--- config.mk ---
export PLATFORM = sky130hd
export DESIGN_NAME = dp_ram_port_b_arbiter
export DESIGN_NICKNAME = d
export VERILOG_FILES = /design/src/rtl/dp_ram_port_b_arbiter.sv
export SDC_FILE = /design/constraint.sdc
export NUM_CORES = 1
export LEC_CHECK = 0
export ABC_AREA = 1
export CORE_AREA = 3 3 93 95
export DETAILED_ROUTE_END_ITERATION = 12
export DIE_AREA = 0 0 96 98
export PLACE_DENSITY = 0.67
export SLEW_MARGIN = 20
export SYNTH_ARGS = -nofsm -noshare
export SYNTH_HDL_FRONTEND = slang
export SYNTH_SLANG_ARGS = --single-unit
--- constraint.sdc ---
create_clock -name clk_i -period 1.55 [get_ports clk_i]
set_clock_uncertainty 0.15 [all_clocks]
set_input_delay 0.3875 -clock clk_i [delete_from_list [all_inputs] [get_ports clk_i]]
set_output_delay 0.3875 -clock clk_i [all_outputs]
set_load 0.01 [all_outputs]
--- src/rtl/dp_ram_port_b_arbiter.sv ---
// Two-requester OBI-style arbiter for dual-port RAM port B.
// Define DP_RAM_ARB_RR_EN for round-robin priority; otherwise m0 has fixed priority.
module dp_ram_port_b_arbiter #(
  parameter int ADDR_WIDTH = 8
) (
  input  logic                  clk_i,
  input  logic                  rst_i,
  input  logic                  m0_req_i,
  output logic                  m0_gnt_o,
  input  logic [ADDR_WIDTH-1:0] m0_addr_i,
  input  logic                  m0_we_i,
  input  logic [3:0]            m0_be_i,
  input  logic [31:0]           m0_wdata_i,
  output logic                  m0_rvalid_o,
  output logic [31:0]           m0_rdata_o,
  input  logic                  m1_req_i,
  output logic                  m1_gnt_o,
  input  logic [ADDR_WIDTH-1:0] m1_addr_i,
  input  logic                  m1_we_i,
  input  logic [3:0]            m1_be_i,
  input  logic [31:0]           m1_wdata_i,
  output logic                  m1_rvalid_o,
  output logic [31:0]           m1_rdata_o,
  output logic                  ram_en_o,
  output logic [ADDR_WIDTH-1:0] ram_addr_o,
  output logic                  ram_we_o,
  output logic [3:0]            ram_be_o,
  output logic [31:0]           ram_wdata_o,
  input  logic [31:0]           ram_rdata_i
);

  logic gnt0;
  logic gnt1;
  logic pend_valid_q;
  logic pend_owner_q;
  logic pend_we_q;

`ifdef DP_RAM_ARB_RR_EN
  logic prio_q;
`endif

  // Grants are forced low while reset is asserted
  always_comb begin
    gnt0 = 1'b0;
    gnt1 = 1'b0;
    if (!rst_i) begin
`ifdef DP_RAM_ARB_RR_EN
      if (m0_req_i && (!m1_req_i || !prio_q)) begin
        gnt0 = 1'b1;
      end else if (m1_req_i) begin
        gnt1 = 1'b1;
      end
`else
      if (m0_req_i) begin
        gnt0 = 1'b1;
      end else if (m1_req_i) begin
        gnt1 = 1'b1;
      end
`endif
    end
  end

  assign m0_gnt_o = gnt0;
  assign m1_gnt_o = gnt1;
  assign ram_en_o = gnt0 | gnt1;

  always_comb begin
    ram_addr_o  = '0;
    ram_we_o    = 1'b0;
    ram_be_o    = 4'b0;
    ram_wdata_o = 32'b0;
    if (gnt0) begin
      ram_addr_o  = m0_addr_i;
      ram_we_o    = m0_we_i;
      ram_be_o    = m0_be_i;
      ram_wdata_o = m0_wdata_i;
    end else if (gnt1) begin
      ram_addr_o  = m1_addr_i;
      ram_we_o    = m1_we_i;
      ram_be_o    = m1_be_i;
      ram_wdata_o = m1_wdata_i;
    end
  end

  always_ff @(posedge clk_i or posedge rst_i) begin
    if (rst_i) begin
      pend_valid_q <= 1'b0;
      pend_owner_q <= 1'b0;
      pend_we_q    <= 1'b0;
    end else begin
      pend_valid_q <= ram_en_o;
      if (ram_en_o) begin
        pend_owner_q <= gnt1;
        pend_we_q    <= ram_we_o;
      end
    end
  end

`ifdef DP_RAM_ARB_RR_EN
  // After a grant, priority passes to the other requester
  always_ff @(posedge clk_i or posedge rst_i) begin
    if (rst_i) begin
      prio_q <= 1'b0;
    end else if (ram_en_o) begin
      prio_q <= gnt0;
    end
  end
`endif

  assign m0_rvalid_o = pend_valid_q & ~pend_owner_q;
  assign m1_rvalid_o = pend_valid_q & pend_owner_q;

  // Write responses carry zero data; the RAM keeps stale read data
  assign m0_rdata_o = (m0_rvalid_o && !pend_we_q) ? ram_rdata_i : 32'b0;
  assign m1_rdata_o = (m1_rvalid_o && !pend_we_q) ? ram_rdata_i : 32'b0;

endmodule

==> impl_metrics.py <==
metrics = {
    "clock_tree": {
        "cts_tree": "yes",
        "h-tree-depth": 1,
        "cts.sinks": 3,
        "path_clk_slew_ns": 0.03,
        "numCtsBuffers": 3,
        "cts_max_path_buffers": 2,
        "clock_latency_ns": 0.22,
        "cts_hold_buf": 0,
        "root_buffer": "clkbuf_8",
    },
    "logic_synthesis": {
        "yosysMostFrequentCell": "nand2_1",
        "async_flop_share_pct": 100,
        "synthAdderAreaFrac_pct": 0,
        "synthSimpleGateAreaFrac_pct": 67.3,
        "ys_warn_count": 0,
        "synth_edf_count": 0,
        "synth_top_cell_area_share_pct": 38.4,
        "ys.flop_type": "dfrtp_1",
        "ys_seq_area_share_pct": 6.05,
        "synth_compound_area_share_pct": 0.403,
        "synthesis.nets": 394,
        "muxShareOfSynthArea_pct": 0,
        "syn-mean-instance-area_um2": 4.63,
        "netlist_instances": 268,
        "syn-cell-area_mm2": 0.00124,
        "yosys.area.top_type": "nand2_1",
        "synth.distinct_cells": 16,
        "synthTopCellsByArea": "nand2_1, nor2_1, inv_1",
        "synth_common_cells": "nand2_1, nor2_1, inv_1",
        "synth_top_family_by_area": "simple AND/OR/NAND/NOR gates",
        "ys_seq_elements": 3,
        "synthXorXnorAreaFrac_pct": 0,
    },
    "route": {
        "post_drt_wl_per_cell_um": 14.2,
        "vias": 2641,
        "ant_nets": 0,
        "via_per_inst": 4.10,
        "drc": 0,
        "dr.pass1.iters": 4,
        "drtIter0Drc": 24,
        "wl_mm": 9.12,
    },
    "setup_path": {
        "path_cells": "nand2_1, inv_2, nand2_4, buf_12, buf_16, nor2_4, buf_6",
        "crit_path_start_kind": "flip-flop",
        "r2r_start": "pend_we_q$_DFFE_PP0P_",
        "criticalPathCategory": "flip-flop to output pin",
        "worstRegToRegCells": 3,
        "worstReg2RegEnd": "pend_we_q$_DFFE_PP0P_",
        "crit_arrival_ns": 1.29,
        "crit_fanout": 8,
        "worstPathRequired_ns": 1.01,
        "critPathSlowestCell": "dfrtp_1",
        "r2r_setup_slack_ns": 0.62,
        "end_kind": "output pin",
        "critPathMaxStageDelay_ns": 0.37,
        "startpoint": "pend_owner_q$_DFFE_PP0P_",
    },
    "sta": {
        "max_freq_ghz": 0.547,
        "hold_violations": 0,
        "slew_violations": 0,
        "relSlewSlack_pct": 89.4,
        "fin_crit_ns": 1.83,
        "tightestPinTransition_ns": 0.159,
        "rsz0062_at_grt": "yes",
        "setup_viol": 113,
        "final.setup.worst_slack_ns": -0.277,
        "setup_tns_ns": -21.60,
        "timing.hold.ws_ns": 0.190,
        "finalCritPeriodShare_pct": 118,
    },
    "pwr": {
        "cellLeakagePower_nw": 2.54,
        "power_w": 0.00159,
        "ir_drop_uv": 236,
        "power_density_mw_per_mm2": 351,
    },
    "floorplanning": {
        "initial_utilization_pct": 15.9,
        "die_h_um": 98,
        "die_w_um": 96,
        "coreArea_mm2": 0.00781,
        "dieArea_mm2": 0.00941,
        "rows": 32,
        "ioPinCount": 240,
    },
    "finish": {
        "fillerInstances": 705,
        "layout.nets": 669,
        "diodes": 0,
        "syn_to_final_growth_pct": 266,
        "layout-drive-gt1-share_pct": 53.9,
    },
    "global_route": {
        "grt_use_met1_pct": 14.7,
        "grt_pass1_wl_mm": 12.4,
        "grt_start_max_net_pins": 33,
        "grt_overflow": 0,
        "use_met3_pct": 6.70,
        "antenna_found_initial": 1,
        "grtUsageMet2_pct": 33.7,
        "grt_pass1_vias": 2546,
        "grt.busiest_layer": "met2",
        "groute.usage.overall_pct": 16.5,
    },
    "hold_path": {
        "hp-class": "input pin to asynchronous set/reset pin",
    },
    "job": {
        "drv_cap": 0,
    },
    "run_status": {
        "status": "complete, but fails checks",
        "failed_checks": "setup timing",
    },
    "place": {
        "port_buffers": 239,
        "dp_hpwl_mm": 6.39,
        "gp_congestion": 0.793,
    },
}
==> power by group <==
part / leakage [nW] / switching, W / internal, W / total (W)
combinational: 2.48 / 0.000552 / 0.000723 / 0.00127
clock: 0.0228 / 0.0000514 / 0.000175 / 0.000227
sequential: 0.0365 / 0.00000632 / 0.0000872 / 0.0000936
==> worst max path at each step <==
stage	slack, ns	endpoint	depth (start not counted)
final	-0.28	m1_rdata_o[16]	7
after global routing	-0.35	m1_rdata_o[16]	7
after CTS	-0.29	ram_wdata_o[0]	10
after detailed placement	-0.98	ram_wdata_o[30]	8
after global placement	-0.97	ram_wdata_o[15]	8
after floorplan	0.009	ram_wdata_o[10]	7
==> area by class of cell <==
type	instances	area, µm²	area share, %
Clock buffer	4	45.0	0.991
Sequential cell	3	75.1	1.65
Multi-Input combinational cell	210	1370	30.2
Timing Repair inverter	1	16.3	0.358
Inverter	40	178	3.91
Timing Repair Buffer	284	2730	60.1
Tap cell	102	128	2.81
==> per-layer routing <==
| metal | up-vias | routed length (µm) |
|---|---|---|
| met2 | 152 | 5050 |
| met1 | 1168 | 2820 |
| met4 | 2 | 103 |
| li1 | 1309 | - |
| met5 | - | 13 |
| met3 | 10 | 1130 |
==> timing repair <==
action,CTS,global route
cloned,9,4
pin swaps,13,44
setup endpoints to repair,114,114
gates resized for setup,548,168
buffers inserted,21,11
==> critical path: cells and delay by family, from the launching register on <==
kind / cells / cell delay [ns]
AND/OR/NAND/NOR: 3 / 0.25
flip-flops: 1 / 0.37
buffers and inverters: 4 / 0.46
==> per-stage QoR <==
| step | cells | worst slack [ns] | utilization (%) | cell area (µm²) |
|---|---|---|---|---|
| floorplan | 268 | 0.00943 | - | 1240 |
| global placement | 608 | -0.971 | 48.3 | 3770 |
| detailed placement | 608 | -0.978 | 48.3 | 3770 |
| CTS | 639 | -0.295 | 49.9 | 3900 |
| global route | 644 | -0.348 | 58.2 | 4540 |
| finish | 644 | -0.277 | 58.2 | 4540 |
==> cell families after synthesis <==
logic type	Yosys count
flip-flops	3
AND/OR/NAND/NOR	209
AO/OA/AOI/OAI	1
buffers and inverters	55
==> cell usage in the layout, fill, tap and decap left out <==
master           synthesis  routed
buf_6                   12      48
nand2_1                127      58
nor2_2                   1      21
buf_2                    1      72
buf_12                   1      12
clkbuf_8                 0       3
dfrtp_1                  3       3
buf_8                    1       2
nand2_4                  1      35
inv_2                    3       2
buf_16                   0       4
clkdlybuf4s50_1          0     117
nand3_1                  2       1
clkbuf_16                0       3
clkinv_4                 0       1
nand2_2                 12      46
inv_1                   37      34
nand2_8                  0       1
nand4_1                  1       1
nand3_2                  1       1
dlygate4sd2_1            0       5
buf_4                    0      21
nand3_4                  0       1
nor2_4                   0      15
clkinv_8                 0       2
nor2_1                  64      29
a21oi_1                  1       1
inv_6                    0       2
clkbuf_1                 0       1
==> state kept, by name, summed over array words and instances (netlist names) <==
register,flops
pend_owner_q,1
pend_valid_q,1
pend_we_q,1
Power figures use the tool's default switching activity.
